$ cat src/rtl/uart_tx_arb_if.sv
// Byte-stream and uart_tx pacing signals shared by the debug UART arbiter.
// master = requesters plus uart_tx side, slave = uart_tx_arb.
interface uart_tx_arb_if;
    logic       req0_valid;
    logic [7:0] req0_data;
    logic       req0_last;
    logic       req0_ready;
    logic       req1_valid;
    logic [7:0] req1_data;
    logic       req1_last;
    logic       req1_ready;
    logic       tx_dv;
    logic [7:0] tx_byte;
    logic       tx_active;
    logic       tx_done;
    logic [1:0] grant;
    logic       busy;
    logic       trunc;

    // Handshake: a requester byte moves on a cycle where reqN_valid && reqN_ready.
    // reqN_ready never depends on reqN_valid; a requester holds data/last stable
    // while valid is high and not yet accepted.
    modport master (
        output req0_valid, req0_data, req0_last,
        input  req0_ready,
        output req1_valid, req1_data, req1_last,
        input  req1_ready,
        input  tx_dv, tx_byte,
        output tx_active, tx_done,
        input  grant, busy, trunc
    );

    modport slave (
        input  req0_valid, req0_data, req0_last,
        output req0_ready,
        input  req1_valid, req1_data, req1_last,
        output req1_ready,
        output tx_dv, tx_byte,
        input  tx_active, tx_done,
        output grant, busy, trunc
    );
endinterface

$ cat src/rtl/uart_tx_arb.sv
// Packet-level round-robin arbiter in front of the shared debug uart_tx.
// Optional macro UART_ARB_CRLF_EN appends CR LF after every packet end.
module uart_tx_arb #(
    parameter int MAX_PKT = 128,
    parameter int CNT_W   = 8
) (
    input  logic         clk48,
    input  logic         reset,
    uart_tx_arb_if.slave arb,
    output logic [2:0]   o_state_dbg
);

    typedef enum logic [2:0] {
        S_IDLE      = 3'd0,
        S_SEND      = 3'd1,
        S_LOAD      = 3'd2,
        S_WAIT_ACT  = 3'd3,
        S_WAIT_DONE = 3'd4
`ifdef UART_ARB_CRLF_EN
        ,
        S_CR        = 3'd5,
        S_LF        = 3'd6
`endif
    } state_t;

`ifdef UART_ARB_CRLF_EN
    // Which byte the current LOAD/WAIT sequence carries.
    typedef enum logic [1:0] {
        PH_DATA = 2'd0,
        PH_CR   = 2'd1,
        PH_LF   = 2'd2
    } phase_t;

    phase_t r_phase;
    logic   w_phase_data;
`endif

    localparam logic [CNT_W-1:0] CNT_MAX = CNT_W'(MAX_PKT);

    state_t           r_state;
    state_t           w_state_nxt;
    logic             r_owner;
    logic             r_last_owner;
    logic             r_last;
    logic [CNT_W-1:0] r_cnt;
    logic [7:0]       r_tx_byte;

    logic             w_start;
    logic             w_new_owner;
    logic             w_accept;
    logic             w_release;
    logic             w_at_max;
    logic             w_pkt_end;
    logic             w_sel_valid;
    logic [7:0]       w_sel_data;
    logic             w_sel_last;
    logic             w_busy;

    assign w_sel_valid = r_owner ? arb.req1_valid : arb.req0_valid;
    assign w_sel_data  = r_owner ? arb.req1_data  : arb.req0_data;
    assign w_sel_last  = r_owner ? arb.req1_last  : arb.req0_last;
    assign w_at_max    = (r_cnt == CNT_MAX);
    assign w_pkt_end   = r_last || w_at_max;
    assign w_busy      = (r_state != S_IDLE);

`ifdef UART_ARB_CRLF_EN
    assign w_phase_data = (r_phase == PH_DATA);
`endif

    always_ff @(posedge clk48) begin
        if (reset) begin
            r_state <= S_IDLE;
        end else begin
            r_state <= w_state_nxt;
        end
    end

    always_comb begin
        w_state_nxt = r_state;
        w_start     = 1'b0;
        w_new_owner = r_owner;
        w_accept    = 1'b0;
        w_release   = 1'b0;
        case (r_state)
            S_IDLE: begin
                // A byte still shifting out of uart_tx (e.g. after a reset) blocks new grants.
                if (!arb.tx_active && (arb.req0_valid || arb.req1_valid)) begin
                    w_start = 1'b1;
                    if (arb.req0_valid && arb.req1_valid) begin
                        w_new_owner = ~r_last_owner;
                    end else begin
                        w_new_owner = arb.req1_valid;
                    end
                    w_state_nxt = S_SEND;
                end
            end
            S_SEND: begin
                if (w_sel_valid) begin
                    w_accept    = 1'b1;
                    w_state_nxt = S_LOAD;
                end
            end
            S_LOAD: begin
                w_state_nxt = S_WAIT_ACT;
            end
            S_WAIT_ACT: begin
                if (arb.tx_active) begin
                    w_state_nxt = S_WAIT_DONE;
                end
            end
            S_WAIT_DONE: begin
                if (arb.tx_done) begin
`ifdef UART_ARB_CRLF_EN
                    case (r_phase)
                        PH_DATA: w_state_nxt = w_pkt_end ? S_CR : S_SEND;
                        PH_CR:   w_state_nxt = S_LF;
                        default: begin
                            w_state_nxt = S_IDLE;
                            w_release   = 1'b1;
                        end
                    endcase
`else
                    if (w_pkt_end) begin
                        w_state_nxt = S_IDLE;
                        w_release   = 1'b1;
                    end else begin
                        w_state_nxt = S_SEND;
                    end
`endif
                end
            end
`ifdef UART_ARB_CRLF_EN
            S_CR: begin
                w_state_nxt = S_LOAD;
            end
            S_LF: begin
                w_state_nxt = S_LOAD;
            end
`endif
            default: begin
                w_state_nxt = S_IDLE;
            end
        endcase
    end

    always_comb begin
        arb.tx_dv      = (r_state == S_LOAD);
        arb.tx_byte    = r_tx_byte;
        arb.busy       = w_busy;
        arb.grant      = w_busy ? (r_owner ? 2'b10 : 2'b01) : 2'b00;
        arb.req0_ready = (r_state == S_SEND) && !r_owner;
        arb.req1_ready = (r_state == S_SEND) &&  r_owner;
        arb.trunc      = (r_state == S_WAIT_DONE) && arb.tx_done && w_at_max && !r_last;
`ifdef UART_ARB_CRLF_EN
        arb.trunc      = arb.trunc && w_phase_data;
`endif
    end

    always_ff @(posedge clk48) begin
        if (reset) begin
            r_owner      <= 1'b0;
            r_last_owner <= 1'b1;
            r_last       <= 1'b0;
            r_cnt        <= '0;
            r_tx_byte    <= 8'h00;
`ifdef UART_ARB_CRLF_EN
            r_phase      <= PH_DATA;
`endif
        end else begin
            if (w_start) begin
                r_owner <= w_new_owner;
                r_cnt   <= '0;
`ifdef UART_ARB_CRLF_EN
                r_phase <= PH_DATA;
`endif
            end
            if (w_accept) begin
                r_tx_byte <= w_sel_data;
                r_last    <= w_sel_last;
                // Saturating; only compared against MAX_PKT after a done pulse.
                if (r_cnt != '1) begin
                    r_cnt <= r_cnt + 1'b1;
                end
            end
            if (w_release) begin
                r_last_owner <= r_owner;
            end
`ifdef UART_ARB_CRLF_EN
            if (r_state == S_CR) begin
                r_tx_byte <= 8'h0D;
                r_phase   <= PH_CR;
            end
            if (r_state == S_LF) begin
                r_tx_byte <= 8'h0A;
                r_phase   <= PH_LF;
            end
`endif
        end
    end

    assign o_state_dbg = r_state;

    a_dv_not_active: assert property (@(posedge clk48) disable iff (reset)
        arb.tx_dv |-> !arb.tx_active);

    a_grant_onehot: assert property (@(posedge clk48) disable iff (reset)
        $onehot0(arb.grant) && (w_busy == (arb.grant != 2'b00)));

endmodule
$ cat src/flat_wrapper.sv
// flat-port wrapper written by rule: the top's interface ports become plain ports
module uart_tx_arb_flat 
#(
    parameter int MAX_PKT = 128,
    parameter int CNT_W   = 8
)
  (clk48, reset, o_state_dbg, arb_req0_valid, arb_req0_data, arb_req0_last, arb_req0_ready, arb_req1_valid, arb_req1_data, arb_req1_last, arb_req1_ready, arb_tx_dv, arb_tx_byte, arb_tx_active, arb_tx_done, arb_grant, arb_busy, arb_trunc);
  uart_tx_arb_if arb_i ();
  input  logic clk48;
  input  logic reset;
  output logic [2:0] o_state_dbg;
  input wire logic [$bits(arb_i.req0_valid)-1:0] arb_req0_valid;
  input wire logic [$bits(arb_i.req0_data)-1:0] arb_req0_data;
  input wire logic [$bits(arb_i.req0_last)-1:0] arb_req0_last;
  output wire logic [$bits(arb_i.req0_ready)-1:0] arb_req0_ready;
  input wire logic [$bits(arb_i.req1_valid)-1:0] arb_req1_valid;
  input wire logic [$bits(arb_i.req1_data)-1:0] arb_req1_data;
  input wire logic [$bits(arb_i.req1_last)-1:0] arb_req1_last;
  output wire logic [$bits(arb_i.req1_ready)-1:0] arb_req1_ready;
  output wire logic [$bits(arb_i.tx_dv)-1:0] arb_tx_dv;
  output wire logic [$bits(arb_i.tx_byte)-1:0] arb_tx_byte;
  input wire logic [$bits(arb_i.tx_active)-1:0] arb_tx_active;
  input wire logic [$bits(arb_i.tx_done)-1:0] arb_tx_done;
  output wire logic [$bits(arb_i.grant)-1:0] arb_grant;
  output wire logic [$bits(arb_i.busy)-1:0] arb_busy;
  output wire logic [$bits(arb_i.trunc)-1:0] arb_trunc;
  assign arb_i.req0_valid = arb_req0_valid;
  assign arb_i.req0_data = arb_req0_data;
  assign arb_i.req0_last = arb_req0_last;
  assign arb_req0_ready = arb_i.req0_ready;
  assign arb_i.req1_valid = arb_req1_valid;
  assign arb_i.req1_data = arb_req1_data;
  assign arb_i.req1_last = arb_req1_last;
  assign arb_req1_ready = arb_i.req1_ready;
  assign arb_tx_dv = arb_i.tx_dv;
  assign arb_tx_byte = arb_i.tx_byte;
  assign arb_i.tx_active = arb_tx_active;
  assign arb_i.tx_done = arb_tx_done;
  assign arb_grant = arb_i.grant;
  assign arb_busy = arb_i.busy;
  assign arb_trunc = arb_i.trunc;
  uart_tx_arb #(.MAX_PKT(MAX_PKT), .CNT_W(CNT_W)) u_core (.clk48(clk48), .reset(reset), .arb(arb_i), .o_state_dbg(o_state_dbg));
endmodule
$ cat config.mk
export PLATFORM = sky130hd
export DESIGN_NAME = uart_tx_arb_flat
export DESIGN_NICKNAME = d
export VERILOG_FILES = /design/src/rtl/uart_tx_arb_if.sv /design/src/rtl/uart_tx_arb.sv /design/src/flat_wrapper.sv
export SDC_FILE = /design/constraint.sdc
export NUM_CORES = 1
export LEC_CHECK = 0
export ABC_CLOCK_PERIOD_IN_PS = 3000
export CORE_ASPECT_RATIO = 0.5
export CORE_MARGIN = 3
export CORE_UTILIZATION = 27
export DETAILED_ROUTE_END_ITERATION = 12
export PLACE_DENSITY = 0.5
export SYNTH_ARGS = -nofsm -noshare
export SYNTH_HDL_FRONTEND = slang
export SYNTH_SLANG_ARGS = --single-unit
$ cat constraint.sdc
create_clock -name clk48 -period 3 [get_ports clk48]
set_input_delay 0.45 -clock clk48 [delete_from_list [all_inputs] [get_ports clk48]]
set_output_delay 0.45 -clock clk48 [all_outputs]
set_load 0.005 [all_outputs]
==> run metrics, run 1 <==
outcome=finished clean; critical path peak fanout=5; sequential share of the synthesized area=36.1%; routed wire length per instance=12.7 um; clk root buf=clkbuf_8; post-synthesis async set-or-reset flop share=0%; antenna cells=0; Setup WS pre-CTS=0.640 ns; total gr overflow=0; headroom to the max-slew limit=61.7%; largest net degree at the start of global routing=19; Hold Crit Class=register to register; max cap viols=0; fmax=0.377 GHz; H-tree levels=1; Post-CTS Setup Inserts=0; Leak=0.589 nW; Cells after Synth=147; Yosys reg bits=22; full die area=0.00540 mm2; I/O pins=42; yosys warns=0; worst-margin pin slew=0.569 ns; post-synth net total=173; Initial Util=29.6%; Die Y=53.5 um; Layout area overhead=41.6%; antenna violations before repair=0; Setup CP Type=register to output port; syn_area_per_cell=8.29 um2; CP arrival=2.20 ns; crit path capture type=output port; Clk pin slew, worst setup/hold paths=0.08 ns; PortBufs=41; layout cells sized above 1=6.49%; Std-Cell Rows=16; Synth Cell Area=0.00122 mm2; Buf/Inv on CP=1; global-route wire length before repair=5260 um; Die X=101 um; Nets=212; TritonRoute pass-1 iters=4; top_reg_cell synth=dfxtp_1; CTS tree=done; clock latency on the worst-skew pair=0.26 ns; cts hold-fix bufs=0; vias in the first global route=1115; RSZ-0062 raised after global routing=false; distinct cell type count after synthesis=38; DRT antenna net count=0; Pwr per Cell Area=513 mW/mm2; startpoint types=register; ordered cell list for the critical path=or3_1 > nor4_1 > nor3b_1 > clkdlybuf4s50_1; Total Power=0.886 mW; dpl hpwl=2360 um; setup_tns=0 ns; Final WS setup=0.348 ns; drt first-iter violations=28; Via Count=1156; Critical Path Max Stage Delay=0.53 ns; CTS max path bufs=2; CTS resizes=0; Pins Over Slew Limit=0; CP max-delay cell=clkdlybuf4s50_1; drt total wl=3040 um; core area=0.00412 mm2; clock sink count=22; post-DR vias/cell=4.84; Final Critical Period=2.65 ns; Tot GR Track Use=12.4%; final setup fails=0; total CTS buffers=3; placer congestion estimate=0.820; worst ir drop on vdd=0.224 mV; final period utilization=88.4%; Hold Fails Final Rpt=0; Residual DRC=0; critical path's top delay family=simple AND/OR/NAND/NOR gates; CP required=2.55 ns; Setup Skew=0.00250 ns; EDFF count, synth=0
[per-layer routing]
layer / global-route usage [%] / wire length [um] / share of wire (%)
met1: 16.3 / 1570 / 52
met5: 0 / 0 / 0
met2: 20.0 / 1290 / 43
met4: 1.99 / 23 / 0.76
met3: 4.47 / 152 / 5.0
[cells by family (layout without fill, tap and decap cells)]
group | after synthesis | in the layout | share of synthesized area, %
flip-flops | 22 | 22 | 36.1
AO/OA/AOI/OAI | 32 | 32 | 18.7
XOR/XNOR | 1 | 1 | 0.719
adder cells (fa/ha/maj) | 2 | 2 | 2.05
AND/OR/NAND/NOR | 58 | 58 | 24.4
multiplexers | 14 | 14 | 11.5
buffers and inverters | 18 | 56 | 6.47
[metrics by stage]
step           hold slack, ns  instances  instance area (um2)  util [%]
3_5_place_dp            0.496        235                 1670      40.5
2_1_floorplan           0.468        147                 1220         -
6_report                0.504        239                 1730      41.8
4_1_cts                 0.509        239                 1730      41.8
3_3_place_gp            0.488        235                 1670      40.5
5_1_grt                 0.543        239                 1730      41.8
[Yosys cell counts, drive strengths merged, types with 4 or more instances]
cell     n  area share, %
dfxtp   22             36
nor2    22            6.8
mux2i   14             11
a211oi  10            6.2
inv      8            2.5
a21oi    7            2.9
nand2    7            2.2
nand3    7            2.9
buf      6            2.8
clkbuf   4            1.2
[path summary, 6_finish.rpt]
check                                           start                    end  slack (ns)  depth (start not counted)
worst max-delay path                  u_core.r_cnt[6]              arb_trunc        0.35                          4
worst min-delay path            u_core.arb.tx_byte[3]  u_core.arb.tx_byte[3]        0.50                          2
worst max register to register         u_core.r_owner  u_core.o_state_dbg[0]        0.98                          4
worst min register to register  u_core.arb.tx_byte[3]  u_core.arb.tx_byte[3]        0.50                          2
[final cells by class]
cell class                 instances  area, um2
sequential                        22        440
inverter                           8       30.0
fill                             428       2400
timing repair buffer              44        433
clock buffer                       4       55.1
tap                               54       67.6
multi-input combinational        107        699
[registers in the layout, summed over array words and instances, names as in the netlist]
| signal | count |
|---|---|
| u_core.r_last_owner | 1 |
| u_core.r_cnt | 8 |
| u_core.r_last | 1 |
| u_core.o_state_dbg | 3 |
| u_core.arb.tx_byte | 8 |
| u_core.r_owner | 1 |
[power by group]
part / internal (mW) / switching (mW)
Combinational: 0.176 / 0.126
Sequential: 0.325 / 0.0407
Clock: 0.117 / 0.0997
Total: 0.619 / 0.267
[placed cells by master, fill, tap and decap left out, types with 2 or more instances in the layout]
cell and count:
nor2b_1 3, nor3_1 2, nand3b_1 2, clkbuf_8 4
or3_1 3, nand3_1 7, nor3b_1 2, ha_1 2
o21ai_0 3, a21oi_1 7, o311ai_0 2, mux2i_1 14
nand2_1 7, buf_4 3, a211oi_1 10, nand4_1 3
o211ai_1 2, inv_1 8, nor2_1 22, dfxtp_1 22
clkdlybuf4s50_1 41
[worst register-to-register path, stage by stage (launching register included)]
cell,delay [ns]
dfxtp_1,0.60
mux2i_1,0.54
a211oi_1,0.15
o311ai_0,0.43
mux2i_1,0.23
Power figures use the tool's default switching activity.
==> run 2, diff against run 1 <==
==> constraint.sdc (replaced) <==
create_clock -name clk48 -period 3 [get_ports clk48]
set_input_delay 0.45 -clock clk48 [delete_from_list [all_inputs] [get_ports clk48]]
set_output_delay 0.45 -clock clk48 [all_outputs]
set_load 0.02 [all_outputs]
==> run 2 against run 1 <==
Compared with the run above:
- clock skew rose by 0.0033 ns
- sequential share of layout area rose by 0.21 points
- critical endpoint unchanged
- sequential cell count did not move
- sequential power barely moved
- critical path type unchanged
==> run metrics, run 2 (synthesis gave the netlist of run 1 again) <==
routed wire length per instance=12.5 um (was 12.7 um); critical path's top delay family=simple AND/OR/NAND/NOR gates (unchanged); full die area=0.00540 mm2 (unchanged); H-tree levels=1 (unchanged); Die Y=53.5 um (unchanged); Setup WS pre-CTS=0.497 ns (was 0.640 ns); Setup Skew=0.00579 ns (was 0.00250 ns); CP arrival=2.30 ns (was 2.20 ns); total CTS buffers=3 (unchanged); clock latency on the worst-skew pair=0.26 ns (about the same); CTS max path bufs=2 (unchanged); flop-to-flop setup slack=1.01 ns (was 0.98 ns); Hold Crit Class=register to register (unchanged); Total Power=0.909 mW (was 0.886 mW); total gr overflow=0 (unchanged); Leak=0.581 nW (was 0.589 nW); layout cells sized above 1=5.98% (was 6.49%); global-route wire length before repair=4920 um (was 5260 um); critical path peak fanout=5 (unchanged); Initial Util=29.6% (unchanged); DRT antenna net count=0 (unchanged); placer congestion estimate=0.788 (was 0.820); hold endpoint=u_core.arb.tx_byte[1] (was u_core.arb.tx_byte[3]); Pins Over Slew Limit=0 (unchanged); largest net degree at the start of global routing=19 (unchanged); PortBufs=41 (unchanged); worst-margin pin slew=0.560 ns (was 0.569 ns); max cap viols=0 (unchanged); I/O pins=42 (unchanged); Std-Cell Rows=16 (unchanged); Setup CP Type=register to output port (unchanged); headroom to the max-slew limit=62.3% (was 61.7%); capturing point of the worst reg2reg path=u_core.o_state_dbg[0] (unchanged); crit path capture type=output port (unchanged); Tot GR Track Use=11.6% (was 12.4%); Clk pin slew, worst setup/hold paths=0.08 ns (about the same); CTS resizes=0 (unchanged); ordered cell list for the critical path=or3_1 > nor4_1 > nor3b_1 > clkdlybuf4s50_1 (unchanged); Hold Fails Final Rpt=0 (unchanged); clk root buf=clkbuf_8 (unchanged); worst r2r src=u_core.r_owner (unchanged); Pwr per Cell Area=531 mW/mm2 (was 513 mW/mm2); Nets=212 (unchanged); clock sink count=22 (unchanged); Hold Path Depth=2 (unchanged); core area=0.00412 mm2 (unchanged); TritonRoute pass-1 iters=4 (unchanged); RSZ-0062 raised after global routing=false (unchanged); CP required=2.55 ns (about the same); final period utilization=91.5% (was 88.4%); CP max-delay cell=clkdlybuf4s50_1 (unchanged); dpl hpwl=2330 um (was 2360 um); setup_tns=0 ns (unchanged); antenna cells=0 (unchanged); drt total wl=2970 um (was 3040 um); cts hold-fix bufs=0 (unchanged); Final WS setup=0.255 ns (was 0.348 ns); Critical Path Max Stage Delay=0.63 ns (was 0.53 ns); Final Critical Period=2.75 ns (was 2.65 ns); Via Count=1146 (was 1156); fmax=0.364 GHz (was 0.377 GHz); commonest non-fill, non-tap cell in the layout=clkdlybuf4s50_1 (unchanged); Die X=101 um (unchanged); outcome=finished clean (unchanged); Fin Hold WS=0.500 ns (was 0.504 ns); Hold Path Origin=u_core.arb.tx_byte[1] (was u_core.arb.tx_byte[3]); startpoint types=register (unchanged); CTS tree=done (unchanged); post-DR vias/cell=4.82 (was 4.84); Residual DRC=0 (unchanged); most frequent cells in the layout=clkdlybuf4s50_1, nor2_1, dfxtp_1, mux2i_1, a211oi_1 (unchanged); Reg2Reg Depth=4 (unchanged); Post-CTS Setup Inserts=0 (unchanged); Buf/Inv on CP=1 (unchanged); worst ir drop on vdd=0.213 mV (was 0.224 mV); Layout area overhead=40.5% (was 41.6%); vias in the first global route=1039 (was 1115); drt first-iter violations=41 (was 28); final setup fails=0 (unchanged); antenna violations before repair=0 (unchanged)
## run 2: final cells by class
type / instances / area, um2
timing repair buffer: 44 / 433
tap: 54 / 67.6
inverter: 8 / 30.0
fill: 435 / 2410
clock buffer: 3 / 41.3
sequential: 22 / 440
multi-input combinational: 107 / 699
## run 2: worst max-delay path by stage
stage / to / from / depth (start not counted)
after floorplan: arb_trunc / u_core.r_cnt[6] / 3
after global placement: arb_trunc / u_core.r_cnt[6] / 4
after detailed placement: arb_trunc / u_core.r_cnt[6] / 4
after CTS: arb_trunc / u_core.r_cnt[6] / 4
after global routing: arb_trunc / u_core.r_cnt[6] / 4
final: arb_trunc / u_core.r_cnt[6] / 4
## run 2: routing by layer
metal  GRT usage [%]  up-vias  share of wire, %
met3            3.95        2               4.7
met1            16.2      520                52
met4            1.32        0              0.61
met2            17.9       20                42
li1                -      604                 -
met5               0        -                 0
## run 2: metrics by stage
| stage | instance area, um2 | cells | util [%] |
|---|---|---|---|
| floorplan | 1220 | 147 | - |
| global placement | 1670 | 235 | 40.5 |
| detailed placement | 1670 | 235 | 40.5 |
| CTS | 1710 | 238 | 41.5 |
| global route | 1710 | 238 | 41.5 |
| finish | 1710 | 238 | 41.5 |
## run 2: report_power, final
group / leakage, nW / switching (mW) / internal (mW) / total, mW
registers: 0.179 / 0.0408 / 0.325 / 0.366
logic: 0.381 / 0.180 / 0.178 / 0.358
clock network: 0.0216 / 0.0955 / 0.0897 / 0.185
total: 0.581 / 0.317 / 0.593 / 0.909
## run 2: worst reg2reg max path, stage by stage (launching register included)
cell	delay, ns
dfxtp_1	0.64
mux2i_1	0.51
a211oi_1	0.14
o311ai_0	0.41
mux2i_1	0.23
